`src/rtl/m3ds_sram_arb_pkg.sv`:
```
// Shared definitions for the two-master SRAM bank port arbiter:
// owner-state encoding, master indices and the default starvation limit.
package m3ds_sram_arb_pkg;

    typedef enum logic [1:0] {
        IDLE = 2'd0,
        OWN0 = 2'd1,
        OWN1 = 2'd2
    } owner_e;

    localparam logic M0 = 1'b0;
    localparam logic M1 = 1'b1;

    localparam int STARVE_MAX_DEF = 8;

endpackage

```
`src/rtl/m3ds_sram_arb_starve_cnt.sv`:
```
// M1 starvation timer: loads STARVE_MAX, counts down on every cycle M1 waits,
// and flags starvation at terminal count. Built only with SRAM_ARB_FAIRNESS_EN.
`ifdef SRAM_ARB_FAIRNESS_EN
module m3ds_sram_arb_starve_cnt #(
    parameter int STARVE_MAX = 8
) (
    input  logic clk,
    input  logic rst,
    input  logic wait_req,
    input  logic gnt,
    output logic starved
);
    localparam int CW = $clog2(STARVE_MAX + 1);

    logic [CW-1:0] cnt;

    always_ff @(posedge clk) begin
        if (rst || gnt)
            cnt <= CW'(STARVE_MAX);
        else if (wait_req && cnt != '0)
            cnt <= cnt - CW'(1);
    end

    assign starved = (cnt == '0);

endmodule
`endif

```
`src/rtl/m3ds_sram_port_arbiter.sv`:
```
// Two-master (CPU bridge / DMA) arbiter for one SRAM bank port with lock support.
// Define SRAM_ARB_FAIRNESS_EN to add a forced M1 grant after STARVE_MAX waiting cycles.
//
// state | meaning
// IDLE  | no owner, fixed priority M0 > M1
// OWN0  | M0 holds the port while M0LOCK & M0REQ
// OWN1  | M1 holds the port while M1LOCK & M1REQ
module m3ds_sram_port_arbiter
    import m3ds_sram_arb_pkg::*;
#(
    parameter int AW         = 13,
    parameter int DW         = 32,
    parameter int STARVE_MAX = STARVE_MAX_DEF
) (
    input  logic              SRAMHCLK,
    input  logic              SRAMHRESET,
    input  logic              M0REQ,
    input  logic              M0LOCK,
    input  logic [AW-1:0]     M0ADDR,
    input  logic [DW/8-1:0]   M0WREN,
    input  logic [DW-1:0]     M0WDATA,
    output logic              M0GNT,
    output logic              M0RVALID,
    output logic [DW-1:0]     M0RDATA,
    input  logic              M1REQ,
    input  logic              M1LOCK,
    input  logic [AW-1:0]     M1ADDR,
    input  logic [DW/8-1:0]   M1WREN,
    input  logic [DW-1:0]     M1WDATA,
    output logic              M1GNT,
    output logic              M1RVALID,
    output logic [DW-1:0]     M1RDATA,
    output logic [AW-1:0]     SRAMADDR,
    output logic [DW/8-1:0]   SRAMWREN,
    output logic [DW-1:0]     SRAMWDATA,
    output logic              SRAMCS,
    input  logic [DW-1:0]     SRAMRDATA
);
    localparam int BW = DW / 8;

    owner_e          state_q, state_d;
    logic            gnt0, gnt1, lock1, force1;
    logic [AW-1:0]   addr_q;
    logic [BW-1:0]   wren_q, wren_mux;
    logic [DW-1:0]   wdata_q;
    logic            rvalid_q, rd_owner_q;

`ifdef SRAM_ARB_FAIRNESS_EN
    logic starved;

    m3ds_sram_arb_starve_cnt #(.STARVE_MAX(STARVE_MAX)) u_starve_cnt (
        .clk      (SRAMHCLK),
        .rst      (SRAMHRESET),
        .wait_req (M1REQ & ~gnt1),
        .gnt      (gnt1),
        .starved  (starved)
    );

    // A starved M1 also breaks an M0 lock.
    assign force1 = starved & M1REQ;
`else
    logic unused_starve_max;
    assign unused_starve_max = (STARVE_MAX > 0);
    assign force1 = 1'b0;
`endif

    assign lock1 = (state_q == OWN1) & M1LOCK & M1REQ;

    always_comb begin
        state_d = IDLE;
        gnt0    = 1'b0;
        gnt1    = 1'b0;
        if (!SRAMHRESET) begin
            if (lock1 || force1)
                gnt1 = 1'b1;
            else if (M0REQ)
                gnt0 = 1'b1;
            else if (M1REQ)
                gnt1 = 1'b1;

            if (gnt0 && M0LOCK)
                state_d = OWN0;
            else if (gnt1 && M1LOCK)
                state_d = OWN1;
        end
    end

    always_ff @(posedge SRAMHCLK) begin
        if (SRAMHRESET)
            state_q <= IDLE;
        else
            state_q <= state_d;
    end

    assign M0GNT  = gnt0;
    assign M1GNT  = gnt1;
    assign SRAMCS = gnt0 | gnt1;

    // Without a grant the port keeps presenting the last granted access.
    assign SRAMADDR  = gnt1 ? M1ADDR  : (gnt0 ? M0ADDR  : addr_q);
    assign SRAMWDATA = gnt1 ? M1WDATA : (gnt0 ? M0WDATA : wdata_q);
    assign wren_mux  = gnt1 ? M1WREN  : (gnt0 ? M0WREN  : wren_q);
    assign SRAMWREN  = SRAMHRESET ? '0 : wren_mux;

    always_ff @(posedge SRAMHCLK) begin
        if (SRAMHRESET) begin
            addr_q     <= '0;
            wren_q     <= '0;
            wdata_q    <= '0;
            rvalid_q   <= 1'b0;
            rd_owner_q <= M0;
        end else begin
            if (SRAMCS) begin
                addr_q  <= SRAMADDR;
                wren_q  <= wren_mux;
                wdata_q <= SRAMWDATA;
            end
            rvalid_q <= SRAMCS && (wren_mux == '0);
            if (SRAMCS)
                rd_owner_q <= gnt1 ? M1 : M0;
        end
    end

    assign M0RVALID = rvalid_q & ~SRAMHRESET & (rd_owner_q == M0);
    assign M1RVALID = rvalid_q & ~SRAMHRESET & (rd_owner_q == M1);
    assign M0RDATA  = SRAMRDATA;
    assign M1RDATA  = SRAMRDATA;

endmodule
```
`config.mk`:
```
export PLATFORM = sky130hd
export DESIGN_NAME = m3ds_sram_port_arbiter
export DESIGN_NICKNAME = d
export VERILOG_FILES = /design/src/rtl/m3ds_sram_arb_pkg.sv /design/src/rtl/m3ds_sram_arb_starve_cnt.sv /design/src/rtl/m3ds_sram_port_arbiter.sv
export SDC_FILE = /design/constraint.sdc
export NUM_CORES = 1
export LEC_CHECK = 0
export CORE_AREA = 2 2 99 101
export CTS_CLUSTER_SIZE = 40
export DETAILED_ROUTE_END_ITERATION = 10
export DIE_AREA = 0 0 101 103
export PLACE_DENSITY_LB_ADDON = 0.1
export SLEW_MARGIN = 20
export SYNTH_ARGS = -nofsm -noshare
export SYNTH_HDL_FRONTEND = slang
export SYNTH_HIERARCHICAL = 1
export SYNTH_SLANG_ARGS = --single-unit
```
`constraint.sdc`:
```
create_clock -name SRAMHCLK -period 4.3 [get_ports SRAMHCLK]
set_input_delay 1.075 -clock SRAMHCLK [delete_from_list [all_inputs] [get_ports SRAMHCLK]]
set_output_delay 1.075 -clock SRAMHCLK [all_outputs]
set_load 0.005 [all_outputs]
```
---- Word level (Yosys, flattened, before mapping) ----
Index checks and enable logic that the tools add are counted.
word-level totals
  flip-flop bits (word level) ............. 53
  latch bits .............................. 0
  RAM bits ................................ 0
  ROM bits ................................ 0
  input bits .............................. 136
  output and inout bits ................... 118
  logic and storage cells ................. 40
  memories kept ........................... 0
operators by class
  $add $sub $neg .......................... 0
  multiply operators ...................... 0
  divide/modulo/power cells ............... 0
  magnitude comparators ................... 0
  eq/ne operators ......................... 1
  shift-type cells ........................ 0
  mux-type cells .......................... 19
  bitwise logic cells ..................... 8
  reductions and logical operators ........ 5
operators by type and width
  operator                                    number
  two-way mux 32 bit                          2
  two-way mux 13 bit                          2
  two-way mux 4 bit                           3
  two-way mux 1 bit                           11
  AND 1 bit                                   5
  zero test 4 bit                             1
  logical AND 1 bit                           3
  equality test 2 bit, second input constant  1
  two-way mux 2 bit                           1
  NOT 1 bit                                   2
  OR reduction 2 bit                          1
  OR 1 bit                                    1

---- Logic depth before layout (Yosys ltp) ----
  word-level depth ........................ 10
  gate-level depth with buffers ........... 7
  mapped depth without buffers ............ 5

---- Least setup slack after synthesis ----
Ideal clock, no wire load.
  kind .................................... input to output
  start ................................... input port SRAMHRESET
  end ..................................... output port SRAMWDATA[20]
  arrival ................................. 2132 ps
  required time ........................... 3225 ps
  slack ................................... 1093 ps
  cell stages on the path ................. 7
  path buffers ............................ 4
  cell sequence ........................... buf_2 -> and3b_1 -> buf_2 -> buf_6 -> buf_2 -> a22oi_1 -> nand2_1
on the way
  longest elaborated chain between the ends .. 3
  elaborated cells between the ends (all ways) .. 4
  those cells by class .................... mux: 4
ends and longest elaborated chain
  item                             RTL line                       text
  start, declared                  m3ds_sram_port_arbiter.sv:16   input logic SRAMHRESET,
  two-way mux 1 bit                m3ds_sram_port_arbiter.sv:73   if (!SRAMHRESET) begin
  via M0GNT                        m3ds_sram_port_arbiter.sv:22   output logic M0GNT,
  two-way mux 32 bit (2 in a row)  m3ds_sram_port_arbiter.sv:101  assign SRAMWDATA = gnt1 ? M1WDATA : (gnt0 ? M0WDATA : wdata_q);
  end, declared                    m3ds_sram_port_arbiter.sv:35   output logic [DW-1:0] SRAMWDATA,
The timed path passes the listed nets, and every way through them passes these cells.

---- Final worst setup path ----
  start ................................... input port M1LOCK
  end ..................................... output port SRAMWDATA[11]
on the way
  longest elaborated chain between the ends .. 7
  elaborated cells between the ends (all ways) .. 10
  those cells by class .................... mux: 8; bitwise: 2
ends and longest elaborated chain
  item                            RTL line                       text
  start, declared                 m3ds_sram_port_arbiter.sv:26   input logic M1LOCK,
  AND 1 bit * (2 in a row)        m3ds_sram_port_arbiter.sv:67   assign lock1 = (state_q == OWN1) & M1LOCK & M1REQ;
  two-way mux 1 bit               m3ds_sram_port_arbiter.sv:74   if (lock1 || force1)
  two-way mux 1 bit (2 in a row)  m3ds_sram_port_arbiter.sv:73
  two-way mux 32 bit              m3ds_sram_port_arbiter.sv:101
  two-way mux 32 bit *            m3ds_sram_port_arbiter.sv:101
Every way passes the cells marked *; elsewhere a longest branch is shown, timed or not. The select of a mux whose other input is x is not followed.

==> results_dict.tcl <==
set metrics [dict create \
    max_stage_delay_ps 530 \
    ys.warnings.count 6 \
    synth.top_cell.area_share 0.366 \
    ys_seq_area_frac 0.366 \
    synth.largest_area_cell "dfxtp_1" \
    whs_ps 448 \
    clk_latency_ps 310 \
    path_class "input port to output port" \
    worstPathCellList "clkdlybuf4s50_1 -> nand4b_4 -> and3b_2 -> buf_12 -> a222oi_1 -> inv_1 -> clkdlybuf4s50_1" \
    slew_headroom 0.725 \
    port_buffers 157 \
    path_delay_family "buffers and inverters" \
    finalSetupViolCount 0 \
    die_w_um 101 \
    grt_max_degree 34 \
    grt_pass1_vias 2724 \
    crit_slowest_cell "clkdlybuf4s50_1" \
    drtIter0Drc 147 \
    avgSynthCellArea_um2 7.57 \
    ant_nets 0 \
    cp_max_fo 19 \
    drc 0 \
    yosysMostFrequentCell "nand2_1" \
    required_ps 3220 \
    overflow 0 \
    antenna_cells 0 \
    synthSimpleGateAreaFrac 0.243 \
    ctsRootBufferMaster "clkbuf_8" \
    vdd_ir_drop_max_mv 0.153 \
    clk_path_buf_depth 2 \
    arrival_ps 3120 \
    outcome "finished clean" \
    clk_pin_slew_worst_paths_ps 110 \
    nNetsFinal 614 \
    setup_tns_ps 0 \
    fmax_ghz 0.238 \
    antenna_found_initial 0 \
    leakage_nw 1.94 \
    synthCells 383 \
    die_area_um2 10400 \
    hold_class "register to register" \
    wl_per_cell_um 15.4 \
    synth_compound_area_frac 0.166 \
    ys_ff_latch 53 \
    synth_top_family_by_area "simple AND/OR/NAND/NOR gates" \
    place_hpwl_mm 6.79 \
    io_pins 254 \
    wl_mm 9.16 \
    grt.total_usage 0.166 \
    synth_edf_count 0 \
    cts_buffers 5 \
    synthFlopType "dfxtp_1" \
    start_kind "input port" \
    cts_tree "done" \
    min_period_over_period 0.976 \
    fin_util 0.458 \
    final.min_clock_period_ps 4200 \
    drv_slew 0 \
    power.density_nw_per_um2 275 \
    r2r_slack_ps 2650 \
    layout-drive-gt1-share 0.0772 \
    crit_top_cell "clkdlybuf4s50_1" \
    firstDrtPassIters 4 \
    cap_violations 0 \
    synth_xor_area_frac 0 \
    cp-end-kind "output port" \
    vias 2849 \
    coreArea_um2 9460 \
    ctsHoldBuffers 0 \
    hold_viol 0 \
    avgViaCountPerCell 4.80 \
    yosys.area_share.adder 0 \
    initial_core_util 0.306 \
    grt_pass1_wl_mm 13.7 \
    tightest_slew_ps 412 \
    netlist_area_um2 2900 \
    synth_nets 519 \
    h-tree-depth 2 \
    synth_mux_area_frac 0 \
    synthTopCellsByCount "130 x nand2_1, 64 x buf_4, 53 x dfxtp_1, 33 x a22oi_1, 19 x nor2_1" \
    syn2layout_area_growth_pct 49.4 \
    cts.sinks 53 \
    power_mw 1.19 \
    async_flop_share 0 \
    die_y_um 103 \
    place_congestion 0.784 \
    cp_num_buf_inv 4 \
    rows 36 \
    synth_cell_type_count 26 \
    grt_setup_unrepaired "no" \
    skew_ps 9.19 \
    synth_area_leaders "dfxtp_1 37%, nand2_1 17%, buf_4 17%, a22oi_1 8.5%, a222oi_1 4.5%" \
]
==> layout make-up <==
class	instances	area, um2
Tap cell	114	143
Sequential cell	53	1060
Inverter	14	52.6
Timing Repair Buffer	175	1760
Clock buffer	6	72.6
Fill cell	958	5130
Clock inverter	2	15.0
Multi-Input combinational cell	229	1220
==> flip-flops by register name, indices dropped and copies added, names as in the netlist <==
register    cells
wdata_q        32
addr_q         13
rvalid_q        1
wren_q          4
state_q         2
rd_owner_q      1
==> cells by family (layout without fill, tap and decap cells) <==
logic type / Yosys count / in the layout
simple gates: 172 / 172
buf+inv: 101 / 197
compound gates: 57 / 57
flops: 53 / 53
==> cell usage in the layout, fill, tap and decap left out, drive strengths merged <==
master         synthesis  final
and2                   4      4
dfxtp                 53     53
nor2                  19     19
dlymetal6s2s           0      1
clkinvlp               0      2
a22oi                 34     34
and3b                  2      2
nor3                  13     13
a21oi                  5      5
nand4b                 1      1
a222oi                13     13
nor3b                  1      1
and4                   1      1
o21bai                 1      1
inv                   14     14
clkbuf                 7      6
nand2b                 1      1
a221oi                 3      3
buf                   80     18
a211oi                 1      1
clkdlybuf4s50          0    156
nand2                130    130
==> worst paths after layout <==
kind | startpoint | to | cells after the start
worst max register to register | state_q[1]$_SDFF_PP0_ | wdata_q[28]$_SDFFE_PP0P_ | 6
worst min-delay path | addr_q[11]$_SDFFE_PP0P_ | addr_q[11]$_SDFFE_PP0P_ | 2
worst min register to register | addr_q[11]$_SDFFE_PP0P_ | addr_q[11]$_SDFFE_PP0P_ | 2
worst max-delay path | M1LOCK | SRAMWDATA[11] | 7
==> per-stage QoR <==
| step | worst slack, ps | cells | cell area, um2 |
|---|---|---|---|
| floorplan | 1090 | 383 | 2900 |
| global placement | 62.8 | 584 | 4210 |
| detailed placement | 30.5 | 584 | 4210 |
| CTS | 28.7 | 592 | 4290 |
| global route | 7.07 | 593 | 4330 |
| finish | 102 | 593 | 4330 |
==> layer usage <==
layer  track usage  vias to the layer above  routed length (um)
li1              -                     1402                   -
met4        0.0624                        0                 218
met5             0                        -                   0
met1         0.217                     1319                3930
met3        0.0346                       30                 574
met2         0.272                       98                4430
==> worst min-delay path: stages (launching register included) <==
cell	delay [ps]
dfxtp_1	330
nand2_1	50
nand2_1	40
==> power by group <==
part | leakage, nW | internal [mW] | switching (mW)
sequential | 0.438 | 0.527 | 0.0168
clock | 0.0374 | 0.115 | 0.173
combinational | 1.46 | 0.221 | 0.136
==> repair_timing <==
item	CTS	global route
setup buffers	0	1
gates resized for setup	0	6
hold endpoints to repair	0	0
setup endpoints to repair	0	20
(Power assumes the default switching activity.)
